===== src/rtl/timer_sched_pkg.sv =====
// timer_sched_pkg
//   Shared definitions for the timer scheduler: FSM state encoding and the
//   default requester count / counter width used by the interface and top.
package timer_sched_pkg;

   typedef enum logic [1:0] {
      IDLE  = 2'd0,
      COUNT = 2'd1,
      DONE  = 2'd2
   } state_t;

   localparam int DEF_NREQ  = 4;
   localparam int DEF_WIDTH = 8;

endpackage


===== src/rtl/timer_sched_if.sv =====
// timer_sched_if
//   Requester-side bus of the timer scheduler.
//   master : drives tick, req, load_value; observes grant, done, busy, cur_count
//   slave  : the scheduler itself (opposite directions)
interface timer_sched_if
   import timer_sched_pkg::*;
#(
   parameter int NREQ  = DEF_NREQ,
   parameter int WIDTH = DEF_WIDTH
);
   logic                    tick;
   logic [NREQ-1:0]         req;
   logic [NREQ*WIDTH-1:0]   load_value;
   logic [NREQ-1:0]         grant;
   logic [NREQ-1:0]         done;
   logic                    busy;
   logic [WIDTH-1:0]        cur_count;

   modport master (
      output tick, req, load_value,
      input  grant, done, busy, cur_count
   );

   modport slave (
      input  tick, req, load_value,
      output grant, done, busy, cur_count
   );
endinterface


===== src/rtl/timer_sched_rr_pick.sv =====
// rr_pick
//   Combinational round-robin selector. Searches req starting at
//   (last_owner+1) mod NREQ, wrapping, and returns the first set index.
//   req        : request vector
//   last_owner : index of the previous winner
//   winner     : selected index (0 when valid=0)
//   valid      : at least one request present
module rr_pick #(
   parameter int NREQ = 4,
   parameter int IDXW = 2
) (
   input  logic [NREQ-1:0] req,
   input  logic [IDXW-1:0] last_owner,
   output logic [IDXW-1:0] winner,
   output logic            valid
);

   // cand[k] is the k-th index in search order after last_owner
   logic [IDXW-1:0] cand [NREQ];
   logic [NREQ-1:0] cand_req;

   for (genvar gi = 0; gi < NREQ; gi++) begin : g_cand
      assign cand[gi]     = IDXW'((int'(last_owner) + gi + 1) % NREQ);
      assign cand_req[gi] = req[cand[gi]];
   end

   // Walk from the far end back to the nearest so the nearest set
   // candidate is the last assignment and therefore wins.
   always_comb begin
      winner = '0;
      valid  = 1'b0;
      for (int k = NREQ - 1; k >= 0; k--) begin
         if (cand_req[k]) begin
            winner = cand[k];
            valid  = 1'b1;
         end
      end
   end

endmodule


===== src/rtl/timer_sched.sv =====
// timer_sched
//   One shared down-counter time-multiplexed among NREQ requesters.
//   A round-robin winner is granted in IDLE, its load value is counted down
//   on tick strobes (L+1 ticks to expire), and a one-cycle done pulse is
//   returned. Dropping the request while counting abandons without done.
//   clk   : clock
//   reset : synchronous active-high reset
//   bus   : timer_sched_if slave (tick, req, load_value -> grant, done,
//           busy, cur_count)
module timer_sched
   import timer_sched_pkg::*;
#(
   parameter int NREQ  = DEF_NREQ,
   parameter int WIDTH = DEF_WIDTH
) (
   input  logic          clk,
   input  logic          reset,
   timer_sched_if.slave  bus
);

   localparam int IDXW = $clog2(NREQ);

   state_t            state_reg;
   logic [NREQ-1:0]   grant_reg;
   logic [NREQ-1:0]   done_reg;
   logic [WIDTH-1:0]  count_reg;
   logic [IDXW-1:0]   last_owner_reg;

   logic [IDXW-1:0]   winner;
   logic              winner_valid;

   rr_pick #(
      .NREQ (NREQ),
      .IDXW (IDXW)
   ) u_rr_pick (
      .req        (bus.req),
      .last_owner (last_owner_reg),
      .winner     (winner),
      .valid      (winner_valid)
   );

   always_ff @(posedge clk) begin
      if (reset) begin
         state_reg      <= IDLE;
         grant_reg      <= '0;
         done_reg       <= '0;
         count_reg      <= '0;
         // Pointing at the top index makes requester 0 first in line.
         last_owner_reg <= IDXW'(NREQ - 1);
      end else begin
         case (state_reg)
            IDLE: begin
               done_reg <= '0;
               if (winner_valid) begin
                  state_reg      <= COUNT;
                  grant_reg      <= {{(NREQ-1){1'b0}}, 1'b1} << winner;
                  count_reg      <= bus.load_value[int'(winner)*WIDTH +: WIDTH];
                  last_owner_reg <= winner;
               end
            end
            COUNT: begin
               // Abandon is checked first so it beats a same-cycle expiry.
               if ((bus.req & grant_reg) == '0) begin
                  state_reg <= IDLE;
                  grant_reg <= '0;
               end else if (bus.tick) begin
                  if (count_reg == '0) begin
                     state_reg <= DONE;
                     done_reg  <= grant_reg;
                  end else begin
                     count_reg <= count_reg - {{(WIDTH-1){1'b0}}, 1'b1};
                  end
               end
            end
            DONE: begin
               state_reg <= IDLE;
               grant_reg <= '0;
               done_reg  <= '0;
            end
            default: begin
               state_reg <= IDLE;
               grant_reg <= '0;
               done_reg  <= '0;
            end
         endcase
      end
   end

   assign bus.grant     = grant_reg;
   assign bus.done      = done_reg;
   assign bus.busy      = (state_reg != IDLE);
   assign bus.cur_count = count_reg;

endmodule

===== src/flat_wrapper.sv =====
// flat-port wrapper written by rule: the top's interface ports become plain ports
module timer_sched_flat import timer_sched_pkg::*;
#(
   parameter int NREQ  = DEF_NREQ,
   parameter int WIDTH = DEF_WIDTH
)
  (clk, reset, bus_tick, bus_req, bus_load_value, bus_grant, bus_done, bus_busy, bus_cur_count);
  timer_sched_if #(.NREQ(NREQ), .WIDTH(WIDTH)) bus_i ();
  input  logic clk;
  input  logic reset;
  input wire logic [$bits(bus_i.tick)-1:0] bus_tick;
  input wire logic [$bits(bus_i.req)-1:0] bus_req;
  input wire logic [$bits(bus_i.load_value)-1:0] bus_load_value;
  output wire logic [$bits(bus_i.grant)-1:0] bus_grant;
  output wire logic [$bits(bus_i.done)-1:0] bus_done;
  output wire logic [$bits(bus_i.busy)-1:0] bus_busy;
  output wire logic [$bits(bus_i.cur_count)-1:0] bus_cur_count;
  assign bus_i.tick = bus_tick;
  assign bus_i.req = bus_req;
  assign bus_i.load_value = bus_load_value;
  assign bus_grant = bus_i.grant;
  assign bus_done = bus_i.done;
  assign bus_busy = bus_i.busy;
  assign bus_cur_count = bus_i.cur_count;
  timer_sched #(.NREQ(NREQ), .WIDTH(WIDTH)) u_core (.clk(clk), .reset(reset), .bus(bus_i));
endmodule

===== config.mk =====
export PLATFORM = sky130hd
export DESIGN_NAME = timer_sched_flat
export DESIGN_NICKNAME = d
export VERILOG_FILES = /design/src/rtl/timer_sched_pkg.sv /design/src/rtl/timer_sched_if.sv /design/src/rtl/timer_sched_rr_pick.sv /design/src/rtl/timer_sched.sv /design/src/flat_wrapper.sv
export SDC_FILE = /design/constraint.sdc
export NUM_CORES = 1
export LEC_CHECK = 0
export CELL_PAD_IN_SITES_DETAIL_PLACEMENT = 0
export CELL_PAD_IN_SITES_GLOBAL_PLACEMENT = 1
export CORE_ASPECT_RATIO = 0.9
export CORE_MARGIN = 2
export CORE_UTILIZATION = 33
export DETAILED_ROUTE_END_ITERATION = 8
export GPL_ROUTABILITY_DRIVEN = 1
export PLACE_DENSITY_LB_ADDON = 0.08
export RECOVER_POWER = 50
export SLEW_MARGIN = 25
export SYNTH_ARGS = -nofsm -noshare
export SYNTH_HDL_FRONTEND = slang
export SYNTH_SLANG_ARGS = --single-unit

===== constraint.sdc =====
create_clock -name clk -period 2.57 [get_ports clk]
set_input_delay 0.514 -clock clk [delete_from_list [all_inputs] [get_ports clk]]
set_output_delay 0.514 -clock clk [all_outputs]
set_load 0.03 [all_outputs]

==> flow_summary.json <==
{
  "slew_violations": 0,
  "pin_count": 56,
  "drive_gt1_share_pct": 8.92,
  "rows": 21,
  "syn_area_per_cell_um2": 8.77,
  "hold_path_class": "reg2reg",
  "clock_skew_ns": 0.00768,
  "synth_top_family_by_area": "compound AO/OA/AOI/OAI gates",
  "final.fill_count": 357,
  "grt_max_degree": 13,
  "worstSkewPairLatency_ns": 0.27,
  "path_class": "in2reg",
  "yosysSeqAreaShare_pct": 29.8,
  "gr-total-overflow": 0,
  "synth_xor_area_share_pct": 0.652,
  "synthAdderAreaFrac_pct": 1.86,
  "synth-main-ff-cell": "dfxtp_1",
  "place_congestion": 0.887,
  "synth.ff_latch_count": 20,
  "grt_pass1_wl_mm": 6.48,
  "fin_crit_ns": 2.32,
  "setup_ws_ns": 0.250,
  "start_util_pct": 35.2,
  "synth-edff-count": 0,
  "status": "complete, no violations",
  "mostFrequentLayoutCells": "42 x clkdlybuf4s50_1, 24 x mux2i_1, 20 x dfxtp_1",
  "dp_hpwl_mm": 2.92,
  "cts_tree": "done",
  "clock-sinks": 20,
  "vias": 1376,
  "crit_chain": "clkdlybuf4s50_1 > or4_1 > and2_4 > a31oi_4 > o21ai_0 > o31ai_1 > a22o_1",
  "die_h_um": 64.5,
  "worstSetupEndpointType": "flop",
  "route.detailed.wl_per_inst_um": 14.4,
  "critPathRequiredTime_ns": 2.79,
  "post_drt_via_cell_ratio": 5.31,
  "htreeDepth": 1,
  "clk_path_buf_depth": 2,
  "first_pass_iters": 4,
  "stdcell_area_mm2": 0.00204,
  "min_period_over_period_pct": 90.3,
  "dieArea_mm2": 0.00460,
  "setup_viol": 0,
  "max_stage_delay_ns": 0.60,
  "cts_made_buffers": 3,
  "leakagePower_nw": 0.880,
  "p_per_area_mw_per_mm2": 604,
  "yosys_warnings": 0,
  "grtUsageTotal_pct": 17.6,
  "synth_fp_nets": 194,
  "final_common_cell": "clkdlybuf4s50_1",
  "port_buffers": 55,
  "wl_mm": 3.72,
  "fmax_ghz": 0.431,
  "cts_resized": 0,
  "syn_to_final_growth_pct": 52.0,
  "n_antenna_cell": 0,
  "largest_reg_flops": 8,
  "synth_area_mm2": 0.00134,
  "ant_nets": 0,
  "coreArea_mm2": 0.00381,
  "synth.area.mux_share_pct": 18.7,
  "maxCapViolations": 0,
  "grt_pass1_vias": 1326,
  "antenna_found_initial": 0,
  "yosys.area_share.simple_pct": 19.5,
  "placed_cell_area_mm2": 0.00198,
  "drt-initial-drc-count": 67,
  "nNetsFinal": 255,
  "worst-path-buf-inv": 1,
  "worstPathArrival_ns": 2.54,
  "cp_max_fo": 11,
  "critPathLaunchType": "input port",
  "synth_compound_area_share_pct": 24.6,
  "cts_hold_buf": 0,
  "synth.distinct_cells": 47,
  "die_w_um": 71.2,
  "cp_top_family": "simple AND/OR/NAND/NOR gates",
  "fin_tns_setup_ns": 0,
  "drc": 0,
  "max_slew_margin_pct": 44.9,
  "place_ws_ns": 0.00204,
  "fin_util_pct": 53.6,
  "clk_pin_slew_ns": 0.08,
  "hold_viol": 0,
  "clock-root-buffer": "clkbuf_8",
  "critPathSlowestCell": "or4_1",
  "post_cts_buffers": 0,
  "rsz0062_at_grt": "no",
  "async_flop_share_pct": 0,
  "syn_inst": 153,
  "finalPower_w": 0.00123,
  "peakVddDrop_mv": 0.259,
  "tightest_slew_ns": 0.818
}
## power by group
part	internal [W]	leakage (nW)	total, W	switching [W]
clock network	0.000208	0.0357	0.000328	0.000120
logic	0.000248	0.680	0.000518	0.000269
registers	0.000345	0.164	0.000388	0.0000428
## path summary, 6_finish.rpt
| path | slack, ns | end | from | cells after the start |
|---|---|---|---|---|
| worst max register to register | 0.36 | u_core.bus.cur_count[7] | u_core.bus.cur_count[5] | 6 |
| worst min-delay path | 0.50 | u_core.bus.done[2] | u_core.bus.done[2] | 2 |
| worst max-delay path | 0.25 | u_core.bus.cur_count[7] | bus_req[3] | 7 |
| worst min register to register | 0.50 | u_core.bus.done[2] | u_core.bus.done[2] | 2 |
## Yosys cell counts, types with 2 or more instances
cell      count  area (um2)
o221ai_1      2        17.5
dfxtp_1      20         400
ha_1          2        25.0
o211ai_1      2        15.0
a21o_1        2        15.0
a211oi_1      3        22.5
inv_1         5        18.8
nand3_1       2        10.0
o22ai_1       2        12.5
buf_6         2        22.5
a22o_1        3        26.3
nor3_1        4        20.0
nand4_1       4        25.0
nor2b_1       3        18.8
clkbuf_1      2        7.51
a21oi_1       8        40.0
a22oi_1       4        30.0
nand2b_1      4        25.0
nand2_1       8        30.0
nor2_1       18        67.6
o21ai_1       4        20.0
mux2i_1      24         240
## routing by layer
layer	part of all wire (%)	up-vias	global-route usage, %
li1	-	693	-
met1	50	636	24.7
met2	43	42	27.1
met3	4.8	5	2.49
met4	1.9	0	7.08
met5	0	-	0
## kinds of logic after synthesis
group / after synthesis
simple gates: 50
buf+inv: 12
fa+ha+maj: 2
compound gates: 43
mux: 25
flops: 20
xor+xnor: 1
## final cells by class
| cell class | instances | area (um2) | share of cell area (%) |
|---|---|---|---|
| clock buffer | 3 | 41.3 | 2.02 |
| clock inverter | 1 | 30.0 | 1.47 |
| inverter | 6 | 22.5 | 1.10 |
| multi-input combinational | 121 | 873 | 42.8 |
| sequential | 20 | 400 | 19.6 |
| tap | 46 | 57.6 | 2.82 |
| timing repair buffer | 62 | 616 | 30.2 |
## metrics by stage
stage / hold WS [ns] / cells
2_1_floorplan: 0.487 / 153
3_3_place_gp: 0.474 / 255
3_5_place_dp: 0.498 / 255
4_1_cts: 0.518 / 259
5_1_grt: 0.550 / 259
6_report: 0.503 / 259
## tightest hold or removal path, delay by kind of cell, from the launching register on
family | cells | cell delay (ns)
simple gates | 1 | 0.07
flops | 1 | 0.33
mux | 1 | 0.07
(Power assumes the default switching activity.)
